==> config.mk <==
export PLATFORM = sky130hd
export DESIGN_NAME = unified_buffer_stream_flat
export DESIGN_NICKNAME = d
export VERILOG_FILES = /design/src/rtl/unified_buffer_stream_if.sv /design/src/rtl/unified_buffer_stream.sv /design/src/flat_wrapper.sv
export SDC_FILE = /design/constraint.sdc
export NUM_CORES = 2
export LEC_CHECK = 0
export BUFFER_PORTS_ARGS = -buffer_cell sky130_fd_sc_hd__buf_2
export CAP_MARGIN = 20
export CELL_PAD_IN_SITES_DETAIL_PLACEMENT = 1
export CELL_PAD_IN_SITES_GLOBAL_PLACEMENT = 2
export CORE_ASPECT_RATIO = 1.2
export CORE_MARGIN = 2
export CORE_UTILIZATION = 43
export CTS_CLUSTER_DIAMETER = 200
export DETAILED_ROUTE_END_ITERATION = 10
export HOLD_SLACK_MARGIN = 0.03
export PLACE_DENSITY_LB_ADDON = 0.1
export SYNTH_ARGS = -nofsm -noshare
export SYNTH_HDL_FRONTEND = slang
export SYNTH_SLANG_ARGS = --single-unit
export TNS_END_PERCENT = 50
==> constraint.sdc <==
create_clock -name clk -period 5.73 [get_ports clk]
set_clock_uncertainty 0.05 [all_clocks]
set_input_delay 1.146 -clock clk [delete_from_list [all_inputs] [get_ports clk]]
set_output_delay 1.146 -clock clk [all_outputs]
set_load 0.01 [all_outputs]
==> src/rtl/unified_buffer_stream_if.sv <==
// Bus interface for unified_buffer_stream.
// Groups the write port, the burst read port with valid/ready handshake,
// and the status/error signals.
//   master : the agent driving writes, burst requests, rd_ready and err_clr
//   slave  : the buffer itself
interface unified_buffer_stream_if #(
  parameter int DATA_W = 8,
  parameter int N_CH   = 2,
  parameter int DEPTH  = 64,
  parameter int CW     = 8
);
  localparam int AW = $clog2(DEPTH);

  logic                     wr_en;
  logic [AW-1:0]            wr_addr;
  logic [N_CH*DATA_W-1:0]   wr_data;
  logic [AW-1:0]            wr_ptr;
  logic                     rd_start;
  logic [AW-1:0]            rd_addr;
  logic [CW-1:0]            rd_count;
  logic                     rd_valid;
  logic                     rd_ready;
  logic [N_CH*DATA_W-1:0]   rd_data;
  logic                     rd_last;
  logic                     busy;
  logic                     err;
  logic                     err_clr;

  modport master (
    output wr_en, wr_addr, wr_data, rd_start, rd_addr, rd_count, rd_ready, err_clr,
    input  wr_ptr, rd_valid, rd_data, rd_last, busy, err
  );

  modport slave (
    input  wr_en, wr_addr, wr_data, rd_start, rd_addr, rd_count, rd_ready, err_clr,
    output wr_ptr, rd_valid, rd_data, rd_last, busy, err
  );
endinterface

==> src/rtl/unified_buffer_stream.sv <==
// Scratch memory of DEPTH words between the accumulator bank and the input
// setup buffer. Vectors of N_CH words are written through a registered write
// port and read back as bursts with valid/ready backpressure. All address
// arithmetic wraps modulo DEPTH.
// Ports:
//   clk   : clock, rising edge
//   reset : asynchronous active-low reset (clears memory, outputs, FSM)
//   bus   : unified_buffer_stream_if.slave (write port, burst read port,
//           wr_ptr, busy, sticky err with err_clr)
//
// state    | meaning
// ---------+-----------------------------------------------------------
// S_IDLE   | no burst; rd_start with nonzero rd_count loads vector 0
// S_STREAM | rd_data holds a valid vector; advances on rd_ready
module unified_buffer_stream #(
  parameter int DATA_W = 8,
  parameter int N_CH   = 2,
  parameter int DEPTH  = 64,
  parameter int CW     = 8
) (
  input logic                    clk,
  input logic                    reset,
  unified_buffer_stream_if.slave bus
);
  localparam int AW = $clog2(DEPTH);
  localparam int VW = N_CH * DATA_W;
  localparam logic [AW-1:0] STEP = AW'(N_CH);

  localparam logic [0:0] S_IDLE   = 1'b0;
  localparam logic [0:0] S_STREAM = 1'b1;

  logic [DATA_W-1:0] mem [DEPTH];
  logic [0:0]        state;
  logic [AW-1:0]     wr_ptr_q;
  logic [AW-1:0]     next_base;
  logic [CW-1:0]     remaining;
  logic              rd_valid_q;
  logic              rd_last_q;
  logic [VW-1:0]     rd_data_q;
  logic              err_q;
  logic              start_ok;
  logic [AW-1:0]     fetch_base;
  logic [VW-1:0]     fetch_vec;

  assign start_ok   = (state == S_IDLE) && bus.rd_start && (bus.rd_count != '0);
  // In IDLE the fetch is for vector 0 of a new burst, otherwise for the next one.
  assign fetch_base = (state == S_IDLE) ? bus.rd_addr : next_base;

  // Memory is sampled pre-edge, so a write on the loading edge is not seen.
  always_comb begin
    fetch_vec = '0;
    for (int i = 0; i < N_CH; i++) begin
      fetch_vec[i*DATA_W +: DATA_W] = mem[fetch_base + AW'(i)];
    end
  end

  always_ff @(posedge clk or negedge reset) begin
    if (!reset) begin
      for (int d = 0; d < DEPTH; d++) mem[d] <= '0;
      wr_ptr_q <= '0;
    end else if (bus.wr_en) begin
      for (int i = 0; i < N_CH; i++) begin
        mem[bus.wr_addr + AW'(i)] <= bus.wr_data[i*DATA_W +: DATA_W];
      end
      wr_ptr_q <= bus.wr_addr + STEP;
    end
  end

  // remaining counts vectors of the burst not yet loaded into rd_data.
  always_ff @(posedge clk or negedge reset) begin
    if (!reset) begin
      state      <= S_IDLE;
      next_base  <= '0;
      remaining  <= '0;
      rd_valid_q <= 1'b0;
      rd_last_q  <= 1'b0;
      rd_data_q  <= '0;
    end else begin
      case (state)
        S_IDLE: begin
          if (start_ok) begin
            state      <= S_STREAM;
            rd_valid_q <= 1'b1;
            rd_data_q  <= fetch_vec;
            rd_last_q  <= (bus.rd_count == CW'(1));
            next_base  <= bus.rd_addr + STEP;
            remaining  <= bus.rd_count - CW'(1);
          end
        end
        S_STREAM: begin
          if (bus.rd_ready) begin
            if (rd_last_q) begin
              state      <= S_IDLE;
              rd_valid_q <= 1'b0;
              rd_last_q  <= 1'b0;
            end else begin
              rd_data_q  <= fetch_vec;
              next_base  <= next_base + STEP;
              remaining  <= remaining - CW'(1);
              rd_last_q  <= (remaining == CW'(1));
            end
          end
        end
        default: state <= S_IDLE;
      endcase
    end
  end

  // Set has priority over clear.
  always_ff @(posedge clk or negedge reset) begin
    if (!reset)                                    err_q <= 1'b0;
    else if (bus.rd_start && (state == S_STREAM))  err_q <= 1'b1;
    else if (bus.err_clr)                          err_q <= 1'b0;
  end

  assign bus.wr_ptr   = wr_ptr_q;
  assign bus.rd_valid = rd_valid_q;
  assign bus.rd_last  = rd_last_q;
  assign bus.rd_data  = rd_data_q;
  assign bus.busy     = (state == S_STREAM);
  assign bus.err      = err_q;
endmodule

==> src/flat_wrapper.sv <==
// flat-port wrapper written by rule: the top's interface ports become plain ports
module unified_buffer_stream_flat 
#(
  parameter int DATA_W = 8,
  parameter int N_CH   = 2,
  parameter int DEPTH  = 64,
  parameter int CW     = 8
)
  (clk, reset, bus_wr_en, bus_wr_addr, bus_wr_data, bus_rd_start, bus_rd_addr, bus_rd_count, bus_rd_ready, bus_err_clr, bus_wr_ptr, bus_rd_valid, bus_rd_data, bus_rd_last, bus_busy, bus_err);
  unified_buffer_stream_if #(.DATA_W(DATA_W), .N_CH(N_CH), .DEPTH(DEPTH), .CW(CW)) bus_i ();
  input logic clk;
  input logic reset;
  input wire logic [$bits(bus_i.wr_en)-1:0] bus_wr_en;
  input wire logic [$bits(bus_i.wr_addr)-1:0] bus_wr_addr;
  input wire logic [$bits(bus_i.wr_data)-1:0] bus_wr_data;
  input wire logic [$bits(bus_i.rd_start)-1:0] bus_rd_start;
  input wire logic [$bits(bus_i.rd_addr)-1:0] bus_rd_addr;
  input wire logic [$bits(bus_i.rd_count)-1:0] bus_rd_count;
  input wire logic [$bits(bus_i.rd_ready)-1:0] bus_rd_ready;
  input wire logic [$bits(bus_i.err_clr)-1:0] bus_err_clr;
  output wire logic [$bits(bus_i.wr_ptr)-1:0] bus_wr_ptr;
  output wire logic [$bits(bus_i.rd_valid)-1:0] bus_rd_valid;
  output wire logic [$bits(bus_i.rd_data)-1:0] bus_rd_data;
  output wire logic [$bits(bus_i.rd_last)-1:0] bus_rd_last;
  output wire logic [$bits(bus_i.busy)-1:0] bus_busy;
  output wire logic [$bits(bus_i.err)-1:0] bus_err;
  assign bus_i.wr_en = bus_wr_en;
  assign bus_i.wr_addr = bus_wr_addr;
  assign bus_i.wr_data = bus_wr_data;
  assign bus_i.rd_start = bus_rd_start;
  assign bus_i.rd_addr = bus_rd_addr;
  assign bus_i.rd_count = bus_rd_count;
  assign bus_i.rd_ready = bus_rd_ready;
  assign bus_i.err_clr = bus_err_clr;
  assign bus_wr_ptr = bus_i.wr_ptr;
  assign bus_rd_valid = bus_i.rd_valid;
  assign bus_rd_data = bus_i.rd_data;
  assign bus_rd_last = bus_i.rd_last;
  assign bus_busy = bus_i.busy;
  assign bus_err = bus_i.err;
  unified_buffer_stream #(.DATA_W(DATA_W), .N_CH(N_CH), .DEPTH(DEPTH), .CW(CW)) u_core (.clk(clk), .reset(reset), .bus(bus_i));
endmodule
==> flow_summary_export.csv <==
group,metric,value,unit
outcome,outcome,"finished, final reports clean",
critical_path,startpoint,"u_core.bus.busy",
critical_path,reg2reg_slack,1160,ps
synth,postSynth.asyncResetShare,100,%
floorplan,die_h,313,µm
synth,synth-edff-count,0,
synth,syn-num-nets,3296,
detailed_routing,viasPerCell,7.74,
sta,fmax,219,MHz
floorplan,start_util,43.3,%
sta,slew_headroom,18.1,%
sta,min_period,4570,ps
synth,synth_area_leader_cell,"dfrtp_1",
synth,synth_ff_type,"dfrtp_1",
critical_path,cp.arrival,5010,ps
power_and_ir_drop,peakVddDrop,0.000455,V
global_routing,grt_start_max_net_pins,123,
critical_path,startpoint_type,"flip-flop",
sta,setup_viol,0,
critical_path,cpPeakStageDelay,830,ps
job,cap_violations,0,
clock_network,post_cts_buffers,0,
detailed_routing,route.detailed.drc,0,
critical_path,rr_endpoint,"u_core.bus.rd_data[8]",
synth,synthTopCellsByArea,"dfrtp_1, a22o_1, mux4_2",
detailed_routing,drt-pass1-iter-count,6,
sta,post-route-period-util,79.8,%
critical_path,path_buf_inv,3,
critical_path,worstSetupPathType,"flip-flop to flip-flop",
placement,port_buffers,67,
sta,grt_setup_unrepaired,"no",
detailed_routing,drtIter0Drc,4214,
synth,synth_top_area_share,40.4,%
global_routing,grt.total_usage,41.1,%
min_path,worstHoldStart,"u_core.bus.wr_ptr[1]",
clock_network,cts_max_level,3,
detailed_routing,ant_nets,0,
clock_network,clk_pin_slew,60,ps
critical_path,crit_family,"multiplexers",
min_path,whs_endpoint,"u_core.bus.wr_ptr[1]",
clock_network,cts_tree,"built",
power_and_ir_drop,power_density,567,nW/µm²
synth,yosysMostFrequentCell,"a22o_1",
critical_path,crit_path_end_kind,"flip-flop",
synth,synth_seq_cells,552,
critical_path,required,6170,ps
critical_path,cp_common_cell,"buf_12",
finish,area_growth,11.1,%
floorplan,ioPinCount,68,
clock_network,insertion_delay,630,ps
synth,yosysWarningCount,0,
min_path,worstHoldPathCells,1,
critical_path,worstRegToRegCells,10,
sta,fin_tns_setup,0,ps
critical_path,critical_path.cell_chain,"mux2i_4 > inv_4 > ha_4 > buf_12 > buf_12 > mux4_2 > mux2i_1 > o22ai_1 > a21oi_1 > o211ai_1",
placement,postPlaceCellArea,35700,µm²
clock_network,tritoncts.num_buffers,67,
min_path,worstHoldPathType,"flip-flop to flip-flop",
finish,finalNetCount,3227,
global_routing,grt_pass1_wl,243,mm
critical_path,r2r_start,"u_core.bus.busy",
clock_network,clockBufferDepth,3,
critical_path,worstPathMaxFanout,36,
sta,hold_violations,0,
detailed_routing,totalWireLength,170,mm
synth,synth_cell_types,53,
finish,final_cell_area,38000,µm²
synth,syn_area,34200,µm²
critical_path,cpMaxStageDelayCell,"dfrtp_1",
floorplan,die-area,81900,µm²
floorplan,die_w,262,µm
floorplan,rows,113,
detailed_routing,via_count,32935,
sta,maxSlewViolCount,0,
global_routing,grt_pass1_vias,32648,
power_and_ir_drop,leakage,15.8,nW
global_routing,antenna_found_initial,6,
finish,drive_gt1_share,15.3,%
floorplan,core,79000,µm²
finish,fill_cells,8409,
global_routing,grt_overflow,0,
clock_network,cts_hold_buf,0,
synth,postSynthAreaPerCell,10.6,µm²
clock_network,cts-resized-gates,0,
detailed_routing,wire_per_inst,39.8,µm
clock_network,clock-sinks,552,
placement,routabilityCongestion,1.01,
synth,synth_common_cells,"a22o_1, dfrtp_1, nand2_1",
clock_network,root_buffer,"clkbuf_16",
synth,synthCells,3242,
synth,synth_seq_area_share,40.4,%
placement,dp_hpwl,111,mm
sta,worstMarginPinSlew,1230,ps
cell type report:
cell class	instances	area (µm²)	share of cell area, %
multi-input cells	2355	19200	50.4
repair buffers	183	1480	3.90
inverters	14	61.3	0.161
clock buffers	95	1980	5.20
well taps	1035	1290	3.41
diodes	2	5.00	0.0132
clock inverters	21	226	0.596
flip-flops and latches	552	13800	36.3
layout by cell type (no fill, tap or decap), drive strengths merged, types with 3 or more instances in the layout:
cell type and count:
inv 14, nor3 10, a32oi 7, a31oi 39, and3 28, mux2i 38
o21ai 119, o22ai 20, nand3b 3, a2111oi 7, clkinv 13, nand3 115
nand2 379, nand2b 11, buf 183, xor2 7, xnor2 13, a211oi 4
o211ai 11, a22o 1024, mux2 6, nor2b 3, ha 12, o31ai 4
bufinv 4, clkinvlp 4, dfrtp 552, or3 7, a22oi 6, a221oi 27
nand4 10, nor4 9, a21oi 46, a311oi 20, mux4 182, nor2 178
clkbuf 95
worst max path at each step:
| stage | slack, ps | depth (start not counted) | endpoint |
|---|---|---|---|
| after floorplan | 1220 | 14 | u_core.bus.rd_data[14] |
| after global placement | 620 | 8 | u_core.mem[433] |
| after detailed placement | 640 | 8 | u_core.mem[387] |
| after CTS | 1210 | 10 | u_core.bus.rd_data[8] |
| after global routing | 1000 | 11 | u_core.bus.rd_data[11] |
| final | 1160 | 10 | u_core.bus.rd_data[8] |
metal layers:
metal  up-vias  routed length, µm  global-route usage [%]
met3       592              17500                    9.74
met1     17316              64300                    53.4
met5         -                101                       0
met4        10              11700                    23.9
li1      12801                  -                       -
met2      2216              76000                    62.7
kinds of logic after synthesis:
kind of cell,synth area share [%]
flip-flops,40.4
AO/OA/AOI/OAI,32.0
multiplexers,13.3
AND/OR/NAND/NOR,9.32
XOR/XNOR,0.578
adder cells (fa/ha/maj),0.439
buffers and inverters,3.92
through the flow:
stage | power (W) | utilization (%) | setup WS, ps | std cells | hold WS [ps]
4_1_cts | 0.0213 | 48.0 | 1210 | 4252 | 469
3_3_place_gp | 0.0166 | 45.2 | 618 | 4135 | 432
5_1_grt | 0.0222 | 48.1 | 1000 | 4255 | 487
6_report | 0.0216 | 48.1 | 1160 | 4257 | 461
2_1_floorplan | 0.0126 | - | 1220 | 3242 | 427
3_5_place_dp | 0.0168 | 45.2 | 643 | 4136 | 444
sequential cells by signal, summed over array words and instances (netlist names):
register	count
u_core.bus.rd_valid	1
u_core.mem	512
u_core.next_base	6
u_core.bus.rd_last	1
u_core.remaining	8
u_core.bus.rd_data	16
u_core.bus.busy	1
u_core.bus.err	1
u_core.bus.wr_ptr	6
worst register-to-register path, cell delays in order (launching register included):
cell and delay [ps]:
dfrtp_1 830, mux2i_4 400, inv_4 250, ha_4 640, buf_12 330, buf_12 350
mux4_2 580, mux2i_1 350, o22ai_1 210, a21oi_1 350, o211ai_1 120
where the power goes:
part / switching [W] / internal (W)
Combinational: 0.00631 / 0.00440
Clock: 0.00186 / 0.00258
Sequential: 0.00150 / 0.00492
Total: 0.00967 / 0.0119
No activity file was read; power rests on OpenSTA's default activity.
